[src/rtl/csr_trap_ctrl_if.sv]
// Signal bundle between the execute stage, csr_trap_ctrl and the single-port CSR RAM.
interface csr_trap_ctrl_if #(
  parameter int XLEN = 32
);
  logic            csr_req;
  logic [1:0]      csr_op;
  logic [11:0]     csr_addr;
  logic [XLEN-1:0] csr_wdata;
  logic            csr_rs1_zero;
  logic            csr_ack;
  logic [XLEN-1:0] csr_rdata;
  logic            csr_illegal;

  logic            trap_req;
  logic [XLEN-1:0] trap_cause;
  logic [XLEN-1:0] trap_pc;
  logic [XLEN-1:0] trap_tval;
  logic            mret_req;
  logic            redirect_valid;
  logic [XLEN-1:0] redirect_pc;
  logic            busy;

  logic            ram_we;
  logic [11:0]     ram_addr;
  logic [XLEN-1:0] ram_wdata;
  logic [XLEN-1:0] ram_rdata;

  modport slave (
    input  csr_req, csr_op, csr_addr, csr_wdata, csr_rs1_zero,
    input  trap_req, trap_cause, trap_pc, trap_tval, mret_req,
    input  ram_rdata,
    output csr_ack, csr_rdata, csr_illegal,
    output redirect_valid, redirect_pc, busy,
    output ram_we, ram_addr, ram_wdata
  );

  modport master (
    output csr_req, csr_op, csr_addr, csr_wdata, csr_rs1_zero,
    output trap_req, trap_cause, trap_pc, trap_tval, mret_req,
    output ram_rdata,
    input  csr_ack, csr_rdata, csr_illegal,
    input  redirect_valid, redirect_pc, busy,
    input  ram_we, ram_addr, ram_wdata
  );
endinterface

[src/rtl/csr_trap_ctrl.sv]
// Sequences CSR read-modify-write ops, trap entry and MRET over one shared CSR RAM port.
// XLEN must be 32 or 64.
module csr_trap_ctrl #(
  parameter int XLEN = 32
) (
  input  logic           clock,
  input  logic           reset,
  csr_trap_ctrl_if.slave bus
);

  localparam logic [11:0] ADDR_MSTATUS = 12'h300;
  localparam logic [11:0] ADDR_MTVEC   = 12'h305;
  localparam logic [11:0] ADDR_MEPC    = 12'h341;
  localparam logic [11:0] ADDR_MCAUSE  = 12'h342;
  localparam logic [11:0] ADDR_MTVAL   = 12'h343;

  typedef enum logic [3:0] {
    IDLE,
    C_RD,
    C_WR,
    T_EPC,
    T_CAUSE,
    T_TVAL,
    T_STRD,
    T_STWR,
    T_VRD,
    T_REDIR,
    M_STRD,
    M_STWR,
    M_EPCRD,
    M_REDIR
  } state_t;

  state_t state, state_nxt;
  logic   load_csr, load_trap;

  logic [1:0]      csr_op_p0;
  logic [11:0]     csr_addr_p0;
  logic [XLEN-1:0] csr_wdata_p0;
  logic            csr_rs1_zero_p0;
  logic [XLEN-1:0] trap_cause_p0;
  logic [XLEN-1:0] trap_pc_p0;
  logic [XLEN-1:0] trap_tval_p0;

  logic csr_write_req;
  logic csr_read_only;

  function automatic logic [XLEN-1:0] csr_new_value(input logic [1:0] op,
                                                    input logic [XLEN-1:0] old,
                                                    input logic [XLEN-1:0] operand);
    case (op)
      2'b10:   return old | operand;
      2'b11:   return old & ~operand;
      default: return operand;
    endcase
  endfunction

  // mstatus on trap entry: MPIE <- MIE, MIE <- 0, MPP <- M.
  function automatic logic [XLEN-1:0] mstatus_on_trap(input logic [XLEN-1:0] cur);
    logic [XLEN-1:0] nxt;
    nxt        = cur;
    nxt[7]     = cur[3];
    nxt[3]     = 1'b0;
    nxt[12:11] = 2'b11;
    return nxt;
  endfunction

  // mstatus on MRET: MIE <- MPIE, MPIE <- 1, MPP stays M on this M-only hart.
  function automatic logic [XLEN-1:0] mstatus_on_mret(input logic [XLEN-1:0] cur);
    logic [XLEN-1:0] nxt;
    nxt        = cur;
    nxt[3]     = cur[7];
    nxt[7]     = 1'b1;
    nxt[12:11] = 2'b11;
    return nxt;
  endfunction

  function automatic logic [XLEN-1:0] trap_target(input logic [XLEN-1:0] mtvec,
                                                  input logic [XLEN-1:0] cause);
    logic [XLEN-1:0] base;
    base = {mtvec[XLEN-1:2], 2'b00};
    // Vectored mode only applies to interrupts; the add wraps at XLEN bits.
    if (mtvec[1:0] == 2'b01 && cause[XLEN-1])
      return base + {cause[XLEN-3:0], 2'b00};
    return base;
  endfunction

  assign csr_write_req = !csr_op_p0[1] || !csr_rs1_zero_p0;
  assign csr_read_only = (csr_addr_p0[11:10] == 2'b11);
  assign bus.busy      = (state != IDLE);

  always_ff @(posedge clock or posedge reset) begin
    if (reset) state <= IDLE;
    else       state <= state_nxt;
  end

  // Operand capture at accept; data registers need no reset.
  always_ff @(posedge clock) begin
    if (load_csr) begin
      csr_op_p0       <= bus.csr_op;
      csr_addr_p0     <= bus.csr_addr;
      csr_wdata_p0    <= bus.csr_wdata;
      csr_rs1_zero_p0 <= bus.csr_rs1_zero;
    end
    if (load_trap) begin
      trap_cause_p0 <= bus.trap_cause;
      trap_pc_p0    <= bus.trap_pc;
      trap_tval_p0  <= bus.trap_tval;
    end
  end

  always_comb begin
    state_nxt          = state;
    load_csr           = 1'b0;
    load_trap          = 1'b0;
    bus.csr_ack        = 1'b0;
    bus.csr_rdata      = '0;
    bus.csr_illegal    = 1'b0;
    bus.redirect_valid = 1'b0;
    bus.redirect_pc    = '0;
    bus.ram_we         = 1'b0;
    bus.ram_addr       = 12'h000;
    bus.ram_wdata      = '0;

    case (state)
      IDLE: begin
        if (bus.trap_req) begin
          load_trap = 1'b1;
          state_nxt = T_EPC;
        end else if (bus.mret_req) begin
          state_nxt = M_STRD;
        end else if (bus.csr_req) begin
          load_csr  = 1'b1;
          state_nxt = C_RD;
        end
      end

      C_RD: begin
        bus.ram_addr = csr_addr_p0;
        state_nxt    = C_WR;
      end

      C_WR: begin
        bus.ram_addr    = csr_addr_p0;
        bus.csr_ack     = 1'b1;
        bus.csr_rdata   = bus.ram_rdata;
        bus.csr_illegal = csr_write_req && csr_read_only;
        if (csr_write_req && !csr_read_only) begin
          bus.ram_we    = 1'b1;
          bus.ram_wdata = csr_new_value(csr_op_p0, bus.ram_rdata, csr_wdata_p0);
        end
        state_nxt = IDLE;
      end

      T_EPC: begin
        bus.ram_we    = 1'b1;
        bus.ram_addr  = ADDR_MEPC;
        bus.ram_wdata = {trap_pc_p0[XLEN-1:2], 2'b00};
        state_nxt     = T_CAUSE;
      end

      T_CAUSE: begin
        bus.ram_we    = 1'b1;
        bus.ram_addr  = ADDR_MCAUSE;
        bus.ram_wdata = trap_cause_p0;
        state_nxt     = T_TVAL;
      end

      T_TVAL: begin
        bus.ram_we    = 1'b1;
        bus.ram_addr  = ADDR_MTVAL;
        bus.ram_wdata = trap_tval_p0;
        state_nxt     = T_STRD;
      end

      T_STRD: begin
        bus.ram_addr = ADDR_MSTATUS;
        state_nxt    = T_STWR;
      end

      T_STWR: begin
        bus.ram_we    = 1'b1;
        bus.ram_addr  = ADDR_MSTATUS;
        bus.ram_wdata = mstatus_on_trap(bus.ram_rdata);
        state_nxt     = T_VRD;
      end

      T_VRD: begin
        bus.ram_addr = ADDR_MTVEC;
        state_nxt    = T_REDIR;
      end

      T_REDIR: begin
        bus.redirect_valid = 1'b1;
        bus.redirect_pc    = trap_target(bus.ram_rdata, trap_cause_p0);
        state_nxt          = IDLE;
      end

      M_STRD: begin
        bus.ram_addr = ADDR_MSTATUS;
        state_nxt    = M_STWR;
      end

      M_STWR: begin
        bus.ram_we    = 1'b1;
        bus.ram_addr  = ADDR_MSTATUS;
        bus.ram_wdata = mstatus_on_mret(bus.ram_rdata);
        state_nxt     = M_EPCRD;
      end

      M_EPCRD: begin
        bus.ram_addr = ADDR_MEPC;
        state_nxt    = M_REDIR;
      end

      M_REDIR: begin
        bus.redirect_valid = 1'b1;
        bus.redirect_pc    = {bus.ram_rdata[XLEN-1:2], 2'b00};
        state_nxt          = IDLE;
      end

      default: state_nxt = IDLE;
    endcase
  end

endmodule

[src/flat_wrapper.sv]
// flat-port wrapper written by rule: the top's interface ports become plain ports
module csr_trap_ctrl_flat 
#(
  parameter int XLEN = 32
)
  (clock, reset, bus_csr_req, bus_csr_op, bus_csr_addr, bus_csr_wdata, bus_csr_rs1_zero, bus_trap_req, bus_trap_cause, bus_trap_pc, bus_trap_tval, bus_mret_req, bus_ram_rdata, bus_csr_ack, bus_csr_rdata, bus_csr_illegal, bus_redirect_valid, bus_redirect_pc, bus_busy, bus_ram_we, bus_ram_addr, bus_ram_wdata);
  csr_trap_ctrl_if #(.XLEN(XLEN)) bus_i ();
  input  logic clock;
  input  logic reset;
  input wire logic [$bits(bus_i.csr_req)-1:0] bus_csr_req;
  input wire logic [$bits(bus_i.csr_op)-1:0] bus_csr_op;
  input wire logic [$bits(bus_i.csr_addr)-1:0] bus_csr_addr;
  input wire logic [$bits(bus_i.csr_wdata)-1:0] bus_csr_wdata;
  input wire logic [$bits(bus_i.csr_rs1_zero)-1:0] bus_csr_rs1_zero;
  input wire logic [$bits(bus_i.trap_req)-1:0] bus_trap_req;
  input wire logic [$bits(bus_i.trap_cause)-1:0] bus_trap_cause;
  input wire logic [$bits(bus_i.trap_pc)-1:0] bus_trap_pc;
  input wire logic [$bits(bus_i.trap_tval)-1:0] bus_trap_tval;
  input wire logic [$bits(bus_i.mret_req)-1:0] bus_mret_req;
  input wire logic [$bits(bus_i.ram_rdata)-1:0] bus_ram_rdata;
  output wire logic [$bits(bus_i.csr_ack)-1:0] bus_csr_ack;
  output wire logic [$bits(bus_i.csr_rdata)-1:0] bus_csr_rdata;
  output wire logic [$bits(bus_i.csr_illegal)-1:0] bus_csr_illegal;
  output wire logic [$bits(bus_i.redirect_valid)-1:0] bus_redirect_valid;
  output wire logic [$bits(bus_i.redirect_pc)-1:0] bus_redirect_pc;
  output wire logic [$bits(bus_i.busy)-1:0] bus_busy;
  output wire logic [$bits(bus_i.ram_we)-1:0] bus_ram_we;
  output wire logic [$bits(bus_i.ram_addr)-1:0] bus_ram_addr;
  output wire logic [$bits(bus_i.ram_wdata)-1:0] bus_ram_wdata;
  assign bus_i.csr_req = bus_csr_req;
  assign bus_i.csr_op = bus_csr_op;
  assign bus_i.csr_addr = bus_csr_addr;
  assign bus_i.csr_wdata = bus_csr_wdata;
  assign bus_i.csr_rs1_zero = bus_csr_rs1_zero;
  assign bus_i.trap_req = bus_trap_req;
  assign bus_i.trap_cause = bus_trap_cause;
  assign bus_i.trap_pc = bus_trap_pc;
  assign bus_i.trap_tval = bus_trap_tval;
  assign bus_i.mret_req = bus_mret_req;
  assign bus_i.ram_rdata = bus_ram_rdata;
  assign bus_csr_ack = bus_i.csr_ack;
  assign bus_csr_rdata = bus_i.csr_rdata;
  assign bus_csr_illegal = bus_i.csr_illegal;
  assign bus_redirect_valid = bus_i.redirect_valid;
  assign bus_redirect_pc = bus_i.redirect_pc;
  assign bus_busy = bus_i.busy;
  assign bus_ram_we = bus_i.ram_we;
  assign bus_ram_addr = bus_i.ram_addr;
  assign bus_ram_wdata = bus_i.ram_wdata;
  csr_trap_ctrl #(.XLEN(XLEN)) u_core (.clock(clock), .reset(reset), .bus(bus_i));
endmodule
[config.mk]
export PLATFORM = sky130hd
export DESIGN_NAME = csr_trap_ctrl_flat
export DESIGN_NICKNAME = d
export VERILOG_FILES = /design/src/rtl/csr_trap_ctrl_if.sv /design/src/rtl/csr_trap_ctrl.sv /design/src/flat_wrapper.sv
export SDC_FILE = /design/constraint.sdc
export NUM_CORES = 1
export LEC_CHECK = 0
export ABC_AREA = 1
export CAP_MARGIN = 20
export CELL_PAD_IN_SITES_DETAIL_PLACEMENT = 1
export CELL_PAD_IN_SITES_GLOBAL_PLACEMENT = 2
export CORE_MARGIN = 3
export CORE_UTILIZATION = 35
export DETAILED_ROUTE_END_ITERATION = 10
export DONT_BUFFER_PORTS = 1
export GPL_ROUTABILITY_DRIVEN = 0
export GPL_TIMING_DRIVEN = 0
export PLACE_DENSITY_LB_ADDON = 0.1
export SLEW_MARGIN = 20
export SYNTH_ARGS = -nofsm -noshare
export SYNTH_HDL_FRONTEND = slang
export SYNTH_SLANG_ARGS = --single-unit
[constraint.sdc]
create_clock -name clock -period 13 [get_ports clock]
set_input_delay 1.3 -clock clock [delete_from_list [all_inputs] [get_ports clock]]
set_output_delay 1.3 -clock clock [all_outputs]
set_load 0.03 [all_outputs]
==> results of run 1 <==
==> logic make-up (layout without fill, tap and decap cells) <==
kind of cell    after synthesis  after routing  share of synthesized area (%)
buf+inv                     213            251                          9.288
simple gates                613            613                          27.43
fa+ha+maj                    30             30                          4.119
compound gates              160            160                          12.02
xor+xnor                      5              5                         0.4712
other cells                   1              7                        0.04034
flops                       145            145                          46.63
==> layer usage <==
layer | track usage, % | wire (um) | vias to the layer above
li1 | - | - | 3902
met2 | 45.42 | 18860 | 235
met4 | 6.510 | 529 | 18
met3 | 6.609 | 2166 | 40
met5 | 0 | 119 | -
met1 | 33.57 | 16420 | 3947
==> worst paths after layout <==
check,start,end,slack [ns],cells after the start
worst max register to register,u_core.state[3]$_DFFE_PP0P_,u_core.trap_cause_p0[19]$_DFFE_PP_,10.46,7
min in group clock,u_core.state[3]$_DFFE_PP0P_,u_core.state[3]$_DFFE_PP0P_,0.69,2
worst min-delay path,reset,u_core.state[2]$_DFFE_PP0P_,0.64,1
worst min register to register,u_core.state[3]$_DFFE_PP0P_,u_core.state[3]$_DFFE_PP0P_,0.69,2
worst max-delay path,bus_ram_rdata[2],bus_redirect_pc[18],8.21,14
max in group asynchronous,reset,u_core.state[3]$_DFFE_PP0P_,12.20,1
==> worst max-delay path, cell delays in order <==
cell	delay [ns]
ha_1	0.23
inv_1	0.08
fa_1	0.41
inv_1	0.11
nand3_1	0.07
nand3_1	0.21
nand2_1	0.08
nand2_1	0.17
nand2_1	0.07
nand2_1	0.16
a21oi_1	0.09
o21ai_0	0.10
nand2_1	0.07
nand2_1	0.32
==> synthesized netlist by cell type, types with 4 or more instances <==
cell type and instances:
a21oi_1 30, ha_1 29, buf_4 6, inv_1 168
nand4_1 7, o2111ai_1 6, a221oi_2 15, nand2_1 400
nand3_2 10, clkbuf_1 19, dfrtp_1 4, a22oi_1 12
nor2_2 21, o2111ai_2 5, o21bai_1 5, o21ai_0 68
edfxtp_1 141, and2_1 4, o211ai_1 4, inv_2 7
buf_2 8, nor2_1 98, a221oi_1 5, nand3_1 67
==> where the power goes <==
part,switching [mW],internal [mW]
clock,0.222,0.270
combinational,0.688,0.194
sequential,0.0431,0.597
==> layout make-up <==
cell class / instances / area (um^2)
fillers: 3199 / 15590
diodes: 5 / 12.51
flip-flops and latches: 145 / 4334
multi-input cells: 810 / 4116
repair buffers: 6 / 150.1
well taps: 335 / 419.2
clock inverters: 15 / 148.9
clock buffers: 17 / 425.4
plain buffers: 36 / 193.9
inverters: 177 / 669.4
==> sequential cells by signal, summed over array words and instances, names as in the netlist <==
register / flops
u_core.csr_addr_p0: 12
u_core.csr_wdata_p0: 32
u_core.trap_cause_p0: 32
u_core.csr_rs1_zero_p0: 1
u_core.trap_tval_p0: 32
u_core.state: 4
u_core.trap_pc_p0: 30
u_core.csr_op_p0: 2
==> through the flow <==
step | instances | setup slack (ns)
after floorplan | 1168 | 7.194
after global placement | 1503 | 5.050
after detailed placement | 1509 | 8.166
after CTS | 1541 | 8.167
after global routing | 1546 | 8.032
final | 1546 | 8.214
==> key figures, run 1 <==
Clock network
  – Resized Gates After CTS: 0
  – Setup Fix Bufs, Post-CTS: 0
  – Clock tree buffer depth: 2
  – Clock Tree Root: clkbuf_16
  – TritonCTS Buffers: 17
  – Clock Latency Late Sink: 0.44 ns
  – H-tree levels: 4
  – CTS tree: yes
  – Hold_buf cts: 0
  – Clk sink count: 145
  – Clock transition at the registers of the reported paths: 0.07 ns

Global route
  – Vias in the first global route: 8638
  – Total gr overflow: 0
  – First-pass GRT wire length: 55340 um
  – GR Util All Layers: 26.46%
  – Number of antenna violations at the first check in global routing: 15
  – Largest net degree at the start of global routing: 28

Critical path
  – Worst Path Required: 11.70 ns
  – Worst Setup Path Type: in -> out
  – Worst setup EP type: primary output
  – Largest fanout on the critical path: 5
  – Worst setup SP type: primary input
  – Worst path arrival time: 3.49 ns

Pwr
  – Pwr dens: 192.2 nW/um^2
  – Leak: 4.707 nW
  – Worst VDD drop: 0.0001096 V
  – Overall power: 2.013 mW

STA
  – Min Hold Slack: 0.6412 ns
  – Final Skew: 0.01386 ns
  – RSZ-0062 raised after global routing: false
  – Final Cycle Share: 36.81%
  – Final Slew Violations: 0
  – Final Hold Fails: 0
  – Final setup fails: 0
  – Max-slew headroom: 24.86%
  – Worst slew pin tran: 1.115 ns
  – Period minus WS final: 4.786 ns
  – Setup TNS: 0 ns
  – Max Fclk: 209.0 MHz

Logic synthesis
  – Synth top area share: 45.55%
  – Post-synth ARST share: 2.759%
  – Ys Warns: 0
  – Cells after Synth: 1167
  – Average cell area after synthesis: 7.965 um^2
  – Synth top area cells: edfxtp_1, nand2_1, inv_1
  – Seq/Total Area, Yosys: 46.63%
  – Synthesized area: 9295 um^2
  – Netlist cell types: 41
  – Post-synthesis sequential element count: 145
  – Main flop type after synthesis: edfxtp_1
  – Largest area contributor in the netlist: edfxtp_1
  – Post-synth EDFFs: 141

Placement
  – Port-buffer cells: 0
  – DP HPWL: 31610 um
  – Dpl cell area: 9883 um^2

Die
  – Initial Util: 35.67%
  – Die X-Extent: 169.0 um
  – Height of the die: 169.0 um
  – Row cnt: 59
  – Die Area: 28550 um^2
  – Core Area: 26060 um^2
  – # IOs: 293

Outcome
  – Status: finished clean

Cells and area
  – Share of layout cells above drive strength 1: 9.950%
  – Commonest non-fill, non-tap cell in the layout: nand2_1
  – Most frequent cells in the layout: nand2_1, inv_1, edfxtp_1
  – Area growth syn-to-layout: 12.64%
  – Final Util: 40.18%
  – NumNets Final: 1403
  – Cell area after layout: 10470 um^2

Worst hold path
  – Worst hold path class: in -> async

Route
  – Routed len/inst: 24.64 um
  – DR iter-0 viols: 494
  – Drt first pass iters: 4
  – Total number of vias: 8142
  – Remaining antenna violation count: 0
  – Total Wirelength: 38100 um
  – Via/cell ratio: 5.266
  – Post-route DRC: 0

Run
  – Max-Cap Viols: 0
(Power assumes the default switching activity.)
==> run 2: changes to the inputs <==
--- a/config.mk
+++ b/config.mk
@@ -10,7 +10,7 @@
 export CELL_PAD_IN_SITES_DETAIL_PLACEMENT = 1
 export CELL_PAD_IN_SITES_GLOBAL_PLACEMENT = 2
 export CORE_MARGIN = 3
-export CORE_UTILIZATION = 35
+export CORE_UTILIZATION = 33
 export DETAILED_ROUTE_END_ITERATION = 10
 export DONT_BUFFER_PORTS = 1
 export GPL_ROUTABILITY_DRIVEN = 0
==> constraint.sdc (replaced) <==
create_clock -name clock -period 4.4 [get_ports clock]
set_input_delay 0.44 -clock clock [delete_from_list [all_inputs] [get_ports clock]]
set_output_delay 0.44 -clock clock [all_outputs]
set_load 0.03 [all_outputs]
==> run 2 against run 1 <==
Compared with the run above:
- die area grew 5.8%
- sequential cell count unchanged
- clock skew down 0.0019 ns
- sequential share of layout area down 0.19 points
==> key figures, run 2 (synthesized netlist as in run 1, its figures left out) <==
Outcome
  – Status: finished clean

Critical path
  – Worst Path Required: 3.96 ns
  – Slowest Stage Delay on Critical Path: 0.97 ns
  – R2r setup slk: 1.94 ns
  – Reg2Reg Launch Point: u_core.state[3]$_DFFE_PP0P_
  – Critical path, cell by cell: inv_1 -> nand2_1 -> nor2_1 -> o21ai_1 -> o21ai_0
  – Worst setup SP type: flip-flop
  – Largest fanout on the critical path: 9
  – FF-to-FF path depth: 7
  – Worst setup EP type: primary output
  – Worst Path Buf+Inv: 1
  – Worst Setup Path Type: reg -> out
  – Worst path arrival time: 3.21 ns
  – Slowest CP cell: o21ai_0
  – Worst path top cell family by delay: compound AO/OA/AOI/OAI gates
  – Reg2Reg Capture Point: u_core.trap_pc_p0[26]$_DFFE_PP_

Cells and area
  – Share of layout cells above drive strength 1: 10.11%
  – Largest registers: u_core.csr_wdata_p0: 32 flops, u_core.trap_cause_p0: 32 flops, u_core.trap_tval_p0: 32 flops
  – Final Util: 38.49%
  – Commonest non-fill, non-tap cell in the layout: nand2_1
  – Most frequent cells in the layout: nand2_1, inv_1, edfxtp_1
  – NumNets Final: 1404
  – Area growth syn-to-layout: 13.15%

Route
  – Total number of vias: 8126
  – Post-route DRC: 0
  – DR iter-0 viols: 484
  – Remaining antenna violation count: 0
  – Drt first pass iters: 6
  – Routed len/inst: 24.58 um
  – Via/cell ratio: 5.133
  – Total Wirelength: 38910 um

Clock network
  – Resized Gates After CTS: 0
  – Clk sink count: 145
  – Clock Tree Root: clkbuf_16
  – Clock transition at the registers of the reported paths: 0.07 ns
  – H-tree levels: 4
  – Clock Latency Late Sink: 0.43 ns
  – Clock tree buffer depth: 2
  – CTS tree: yes
  – TritonCTS Buffers: 17

Worst hold path
  – Hold path startpoint: bus_trap_cause[26]
  – Worst hold path class: in -> reg
  – Hold EP: u_core.trap_cause_p0[26]$_DFFE_PP_
  – Hold depth: 0

Die
  – Die Area: 30220 um^2
  – # IOs: 293
  – Core Area: 27330 um^2
  – Die X-Extent: 173.8 um
  – Row cnt: 60
  – Height of the die: 173.8 um
  – Initial Util: 34.02%

STA
  – RSZ-0062 raised after global routing: false
  – Final setup fails: 0
  – Max Fclk: 273.7 MHz
  – Max-slew headroom: 28.92%
  – Final Hold Fails: 0
  – Worst slew pin tran: 1.055 ns
  – Setup TNS: 0 ns
  – Final Cycle Share: 83.03%
  – Period minus WS final: 3.653 ns
  – Final Slew Violations: 0
  – Final Skew: 0.01192 ns

Global route
  – Largest net degree at the start of global routing: 26
  – Number of antenna violations at the first check in global routing: 15
  – Vias in the first global route: 8592
  – GR Util All Layers: 25.48%
  – Total gr overflow: 0
  – First-pass GRT wire length: 57030 um

Run
  – Max-Cap Viols: 0

Placement
  – Port-buffer cells: 0
  – DP HPWL: 32230 um

Pwr
  – Overall power: 5.957 mW
  – Worst VDD drop: 0.0003356 V
  – Pwr dens: 566.4 nW/um^2
  – Leak: 4.697 nW
run 2: power by group:
group	internal, mW	leakage (nW)	switching, mW	total [mW]
sequential	1.76	1.34	0.124	1.89
combinational	0.571	3.09	2.04	2.61
clock	0.797	0.269	0.659	1.46
run 2: final cells by class:
cell class                      instances  area [um^2]
Antenna cell                            4        10.01
Buffer                                 36        193.9
Clock buffer                           18        429.2
Clock inverter                         14        143.9
Fill cell                            3323        16810
Inverter                              177        669.4
Multi-Input combinational cell        810         4131
Sequential cell                       145         4334
Tap cell                              372        465.4
Timing Repair Buffer                    7        140.1
run 2: worst max path at each step:
stage	start	cells past startpoint	slack [ns]	to
after floorplan	u_core.state[2]$_DFFE_PP0P_	5	0.44	u_core.trap_cause_p0[0]$_DFFE_PP_
after global placement	u_core.state[3]$_DFFE_PP0P_	5	-1.14	u_core.trap_pc_p0[26]$_DFFE_PP_
after detailed placement	u_core.state[1]$_DFFE_PP0P_	5	1.21	bus_redirect_pc[2]
after CTS	u_core.state[1]$_DFFE_PP0P_	5	0.73	bus_redirect_pc[2]
after global routing	u_core.trap_cause_p0[0]$_DFFE_PP_	14	0.52	bus_redirect_pc[30]
final	u_core.state[1]$_DFFE_PP0P_	5	0.75	bus_redirect_pc[2]
run 2: routing by layer:
metal / up-vias / global-route usage [%] / part of all wire [%]
li1: 3898 / - / -
met1: 3924 / 31.95 / 43
met2: 238 / 43.73 / 49
met3: 44 / 7.468 / 6.2
met4: 22 / 5.228 / 1.3
met5: - / 0 / 0.36
run 2: what timing repair did:
item                      4_1_cts  5_1_grt
hold endpoints to repair        4        0
hold buffers                    1        0
setup buffers                   0        0
run 2: metrics by stage:
stage | worst slack, ns | hold WS [ns] | instance area [um^2] | cells
after CTS | 0.7312 | 0.07927 | 10510 | 1579
after global placement | -1.135 | 0.2359 | 9767 | 1540
final | 0.7468 | 0.09089 | 10520 | 1583
after global routing | 0.5200 | 0.07798 | 10510 | 1581
after floorplan | 0.4393 | 0.2061 | 9301 | 1168
after detailed placement | 1.209 | 0.2352 | 9925 | 1546
